## src/rtl/uart_rx.sv

```systemverilog
// 8N1 UART receiver with mid-bit sampling, registered byte/strobe outputs and framing check.
// Optional even-parity frame support when UART_RX_PARITY_EN is defined.
module uart_rx #(
    parameter int CLK_FREQ  = 50_000_000,
    parameter int BAUD_RATE = 9600
) (
    input  logic       clk,
    input  logic       rst,
    input  logic       rxd,
    output logic [7:0] data_out,
    output logic       data_valid,
    output logic       rx_busy,
    output logic       frame_err,
    output logic       parity_err
);

    localparam int BAUD_COUNT = CLK_FREQ / BAUD_RATE;
    localparam int HALF_COUNT = BAUD_COUNT / 2;
    localparam logic [12:0] BAUD_LAST = 13'(BAUD_COUNT - 1);
    localparam logic [12:0] HALF_LAST = 13'(HALF_COUNT - 1);

    typedef enum logic [2:0] {
        IDLE   = 3'd0,
        START  = 3'd1,
        DATA   = 3'd2,
        PARITY = 3'd3,
        STOP   = 3'd4
    } state_t;

    state_t      state_r;
    logic [12:0] baud_cnt_r;
    logic [2:0]  bit_cnt_r;
    logic [7:0]  shift_r;
    logic        rxd_meta_r;
    logic        rxd_s;
    logic        rxd_d;

`ifdef UART_RX_PARITY_EN
    logic        parity_bit_r;

    function automatic logic even_parity_bad(input logic [7:0] d, input logic p);
        return ^{d, p};
    endfunction
`else
    assign parity_err = 1'b0;
`endif

    // Two-flop synchroniser plus history flop for falling-edge detection
    always_ff @(posedge clk or negedge rst) begin
        if (!rst) begin
            rxd_meta_r <= 1'b1;
            rxd_s      <= 1'b1;
            rxd_d      <= 1'b1;
        end else begin
            rxd_meta_r <= rxd;
            rxd_s      <= rxd_meta_r;
            rxd_d      <= rxd_s;
        end
    end

    // Receive FSM with registered outputs; pulses default low every cycle
    always_ff @(posedge clk or negedge rst) begin
        if (!rst) begin
            state_r      <= IDLE;
            baud_cnt_r   <= 13'd0;
            bit_cnt_r    <= 3'd0;
            shift_r      <= 8'h00;
            data_out     <= 8'h00;
            data_valid   <= 1'b0;
            rx_busy      <= 1'b0;
            frame_err    <= 1'b0;
`ifdef UART_RX_PARITY_EN
            parity_bit_r <= 1'b0;
            parity_err   <= 1'b0;
`endif
        end else begin
            data_valid <= 1'b0;
            frame_err  <= 1'b0;
`ifdef UART_RX_PARITY_EN
            parity_err <= 1'b0;
`endif
            case (state_r)
                IDLE: begin
                    baud_cnt_r <= 13'd0;
                    bit_cnt_r  <= 3'd0;
                    if (rxd_d && !rxd_s) begin
                        state_r <= START;
                        rx_busy <= 1'b1;
                    end else begin
                        rx_busy <= 1'b0;
                    end
                end
                START: begin
                    if (baud_cnt_r == HALF_LAST) begin
                        baud_cnt_r <= 13'd0;
                        bit_cnt_r  <= 3'd0;
                        if (!rxd_s) begin
                            state_r <= DATA;
                        end else begin
                            // Start bit gone by its centre: treat as a glitch
                            state_r <= IDLE;
                            rx_busy <= 1'b0;
                        end
                    end else begin
                        baud_cnt_r <= baud_cnt_r + 13'd1;
                    end
                end
                DATA: begin
                    if (baud_cnt_r == BAUD_LAST) begin
                        baud_cnt_r <= 13'd0;
                        shift_r    <= {rxd_s, shift_r[7:1]};
                        if (bit_cnt_r == 3'd7) begin
`ifdef UART_RX_PARITY_EN
                            state_r <= PARITY;
`else
                            state_r <= STOP;
`endif
                        end else begin
                            bit_cnt_r <= bit_cnt_r + 3'd1;
                        end
                    end else begin
                        baud_cnt_r <= baud_cnt_r + 13'd1;
                    end
                end
`ifdef UART_RX_PARITY_EN
                PARITY: begin
                    if (baud_cnt_r == BAUD_LAST) begin
                        baud_cnt_r   <= 13'd0;
                        parity_bit_r <= rxd_s;
                        state_r      <= STOP;
                    end else begin
                        baud_cnt_r <= baud_cnt_r + 13'd1;
                    end
                end
`endif
                STOP: begin
                    if (baud_cnt_r == BAUD_LAST) begin
                        // Leave at stop-bit centre so a following start edge is not missed
                        baud_cnt_r <= 13'd0;
                        state_r    <= IDLE;
                        rx_busy    <= 1'b0;
                        if (!rxd_s) begin
                            frame_err <= 1'b1;
`ifdef UART_RX_PARITY_EN
                        end else if (even_parity_bad(shift_r, parity_bit_r)) begin
                            parity_err <= 1'b1;
`endif
                        end else begin
                            data_out   <= shift_r;
                            data_valid <= 1'b1;
                        end
                    end else begin
                        baud_cnt_r <= baud_cnt_r + 13'd1;
                    end
                end
                default: begin
                    state_r    <= IDLE;
                    baud_cnt_r <= 13'd0;
                    bit_cnt_r  <= 3'd0;
                    rx_busy    <= 1'b0;
                end
            endcase
        end
    end

endmodule
```

## config.mk

```make
export PLATFORM = sky130hd
export DESIGN_NAME = uart_rx
export DESIGN_NICKNAME = d
export VERILOG_FILES = /design/src/rtl/uart_rx.sv
export SDC_FILE = /design/constraint.sdc
export NUM_CORES = 1
export LEC_CHECK = 0
export CORE_MARGIN = 2
export CORE_UTILIZATION = 51
export CTS_CLUSTER_DIAMETER = 40
export CTS_CLUSTER_SIZE = 28
export DETAILED_ROUTE_END_ITERATION = 16
export HOLD_SLACK_MARGIN = 0.15
export PLACE_DENSITY = 0.74
export SYNTH_ARGS = -nofsm -noshare
export SYNTH_HDL_FRONTEND = slang
export SYNTH_SLANG_ARGS = --single-unit
export TNS_END_PERCENT = 5
```

## constraint.sdc

```tcl
create_clock -name clk -period 2.1 [get_ports clk]
set_input_delay 0.315 -clock clk [delete_from_list [all_inputs] [get_ports clk]]
set_output_delay 0.315 -clock clk [all_outputs]
set_load 0.005 [all_outputs]
```

==> results by stage <==
STA:
- Setup violations remaining at the end of the flow were counted as 1.
- For the pin with the worst max-slew slack, the measured transition is about 0.87 ns.
- The remaining max-slew budget at the tightest pin is 42.2%.
- The highest attainable clock frequency is ~470 MHz.
- The share of the clock period used by the worst path after layout is 101%.
- Setup repair after global routing could not meet its margin everywhere.
- The final setup slack of the worst path is -0.0284 ns.
- The clock skew after layout is 0.00374 ns.
- After layout, the minimum clock period comes to 2.13 ns.
- The final count of pins violating max slew was 0.
- The final count of hold timing violations is 0.

Place:
- The number of placed instances, taps included, is around 230.
- The final RePlAce weighted congestion is 0.826.
- The count of buffers added on input and output ports is 13.
- Once detailed placement completed, the half-perimeter wirelength came to 2370 µm.
- The worst slack after detailed placement is 0.0176 ns.

CTS:
- The H-tree generated during clock tree synthesis spans 2 levels.
- Clock latency on the worst-skew pair, taken at its later pin, is 0.30 ns.
- The total number of clock tree sinks is just over 40.
- The CTS root buffer is sky130_fd_sc_hd__clkbuf_8.
- The CTS tree is built.
- The CTS clock-pin slew for the worst setup and hold paths is roughly 0.080 ns.
- Clock tree synthesis inserted a total of 5 buffers.
- In this run, post-CTS hold repair placed 0 buffers.
- No sink is reached through more buffers than the 2 on the longest clock path.

Route:
- The final routed DRC violation total is 0.
- The mean routed wirelength per cell is 14.0 µm.
- The violation count after the first detailed-route iteration is 121.
- The via count normalized by instance count is 5.47.
- The total wirelength of the detailed-routed design is 3390 µm.
- Across all layers, the routed design uses roughly 1.3k vias.
- For this run, the detailed router's first-pass iteration total came to 4.
- The remaining number of nets flagged by the antenna check after routing is 0.

Critical path:
- The number of buffers and inverters on the critical path is 0.
- The startpoint class of the critical path is a flip-flop.
- The kind of cell with the highest combined delay along the critical path is simple AND/OR/NAND/NOR gates.
- The capturing element type of the critical path is a flip-flop.
- Among all stages on the critical path, the largest delay is contributed by sky130_fd_sc_hd__or4b_4.
- The type of the setup path with the least slack is flip-flop to flip-flop.
- Tracing the worst setup path back leads to its startpoint at baud_cnt_r[3].
- The length in cells of the worst reg-to-reg path is 4.
- The worst stage delay on the critical path is 0.56 ns.
- The worst reg2reg path startpoint is baud_cnt_r[3].
- In this run the worst path has a maximum fanout of 3.
- Walking the worst path, the cells encountered are or4b_4 > or4_4 > or4b_1 > nand3_1.
- The data arrival at the endpoint of the critical path is about 2.4 ns.
- The critical path runs through a total of 4 cells.
- For the worst setup path, the data required time is 2.33 ns.

Yosys:
- The count of state elements after synthesis is just over 40.
- After synthesis, the share of flip-flops with an asynchronous set or reset is 100%.
- The area of the mapped netlist is 1890 µm².
- Each instance of the synthesized netlist takes up on average 11.6 µm².
- The share of the yosys chip area belonging to registers is between 50% and 60%.
- The number of synthesized flops with an enable pin is 0.
- The number of warnings printed during yosys synthesis is 0.
- The number of distinct library cells after synthesis is 37.
- Among all flip-flop cells after synthesis, the most frequent one is sky130_fd_sc_hd__dfrtp_1.
- Synthesis produced a netlist whose cell count is about 160.
- When the netlist entered floorplanning its net count stood at approximately 170.

Global routing:
- The via count of the first global-routing pass is 1,294.
- Global routing used 19.0% of the available tracks across all layers.
- The residual overflow from global routing is 0.
- The initial antenna violation count came to 0.
- The largest net degree at the start of global routing is 42.
- The first global-routing pass estimated ~6000 µm of wire.

Cells and area:
- The count of placed standard cells in the final layout, fillers left out is 243.
- The library cells used most frequently in the layout, excluding fill and tap cells, are sky130_fd_sc_hd__dfrtp_1 (38), sky130_fd_sc_hd__buf_4 (19), sky130_fd_sc_hd__nor2_1 (16), sky130_fd_sc_hd__mux2_2 (16), sky130_fd_sc_hd__clkdlybuf4s50_1 (12).
- The count of fill cells added during filler insertion is 294.
- The library cell used most frequently in the layout, excluding fill and tap cells, is sky130_fd_sc_hd__dfrtp_1.
- The final net count is 200.
- The total inserted antenna cells is 0.
- The layout overhead on the synthesized area is 21.4%.
- In the final layout, the share of cells above drive strength 1 is 27.7%.

Floorplanning:
- Once the floorplan was initialized, standard cells occupied 52.5% of the core.
- The floorplan step defined a core boundary enclosing 3610 µm².
- The area of the die is 4210 µm².
- The die is around 65 µm tall.
- Measured along the x axis, the die boundary spans 64.9 µm.
- Row generation in the floorplan step produced 22 rows.
- The top-level I/O count is 15.

Power and ir drop:
- The power per cell area is 777 nW/µm².
- The static leakage is 0.00104 µW.
- IR analysis of the VDD net gives a maximum drop of 520 µV.

Worst hold path:
- The path category of the worst min-delay check is input pin to async pin.

Outcome:
- The flow ran to the end, but the final reports show violations.
- The checks that failed: negative setup slack.

Job:
- The tool flagged a number of max-cap violations equal to 0.
[what timing repair did]
action / CTS / global route
endpoints found under the hold margin: 0 / 0
pin swaps: 1 / 0
setup endpoints to repair: 1 / 23
resized for setup: 0 / 1
buffers inserted: 0 / 1
[cells in the mapped netlist (3+ instances only)]
library cell,count,area (µm²)
sky130_fd_sc_hd__xnor2_1,10,87.6
sky130_fd_sc_hd__clkbuf_1,4,15.0
sky130_fd_sc_hd__nor3_1,7,35.0
sky130_fd_sc_hd__nand2_1,5,18.8
sky130_fd_sc_hd__nand3_1,10,50.1
sky130_fd_sc_hd__nand4b_1,3,26.3
sky130_fd_sc_hd__dfstp_2,3,78.8
sky130_fd_sc_hd__nor2_1,16,60.1
sky130_fd_sc_hd__o21ai_0,3,15.0
sky130_fd_sc_hd__nand4_1,5,31.3
sky130_fd_sc_hd__mux2_2,16,180
sky130_fd_sc_hd__ha_1,3,37.5
sky130_fd_sc_hd__nor3b_1,6,45.0
sky130_fd_sc_hd__dfrtp_1,38,951
sky130_fd_sc_hd__xor2_1,3,26.3
sky130_fd_sc_hd__o211ai_1,4,30.0
[layer usage]
| metal | routed length (µm) | vias to the layer above | global-route usage, % |
|---|---|---|---|
| li1 | - | 642 | - |
| met1 | 1490 | 660 | 23.9 |
| met2 | 1730 | 21 | 30.4 |
| met3 | 106 | 6 | 5.21 |
| met4 | 65 | 0 | 8.78 |
| met5 | 0 | - | 0 |
[layout make-up]
| type | instances | area (µm²) | share of cell area (%) |
|---|---|---|---|
| flip-flops and latches | 41 | 1030 | 44.8 |
| inverters | 2 | 7.51 | 0.327 |
| repair buffers | 32 | 268 | 11.7 |
| well taps | 48 | 60.1 | 2.61 |
| clock inverters | 2 | 38.8 | 1.69 |
| clock buffers | 6 | 72.6 | 3.16 |
| multi-input cells | 112 | 821 | 35.7 |
[path summary, 6_finish.rpt]
path,to,slack [ns]
min reg2reg,rxd_s,0.36
max,bit_cnt_r[0],-0.03
min,data_out[6],0.13
min in group clk,rxd_s,0.36
max reg2reg,bit_cnt_r[0],-0.03
max in group asynchronous,baud_cnt_r[7],1.44
[cells by family (layout without fill, tap and decap cells)]
group | count (synthesis) | after routing | synth area share, %
compound gates | 11 | 11 | 3.77
simple gates | 68 | 68 | 21.6
mux | 16 | 16 | 9.52
flops | 41 | 41 | 54.4
xor+xnor | 13 | 13 | 6.02
fa+ha+maj | 3 | 3 | 1.98
other cells | 1 | 1 | 0.198
buf+inv | 10 | 42 | 2.51
[stage by stage]
stage          hold slack, ns  cell area [µm²]  power [µW]  setup TNS [ns]  util, %
2_1_floorplan          0.0194             1900        1060          -0.952        -
3_3_place_gp            0.350             2180        1150               0     60.3
3_5_place_dp            0.353             2180        1160               0     60.3
4_1_cts                 0.159             2290        1790         -0.0264     63.4
5_1_grt                 0.197             2300        1870          -0.226     63.7
6_report                0.128             2300        1790         -0.0284     63.7
[power breakdown]
group / total, µW / leakage [µW] / switching (µW) / internal (µW)
logic: 244 / 0.000439 / 117 / 127
registers: 907 / 0.000551 / 56.7 / 851
clock network: 635 / 0.0000554 / 278 / 357
total: 1790 / 0.00104 / 452 / 1330
[state kept, by name, summed over array words and instances (netlist names)]
register	cells
rxd_meta_r	1
baud_cnt_r	13
bit_cnt_r	3
frame_err	1
state_r	3
rx_busy	1
rxd_d	1
shift_r	8
rxd_s	1
data_out	8
data_valid	1
Note: power is estimated with default switching activity, not from simulation.
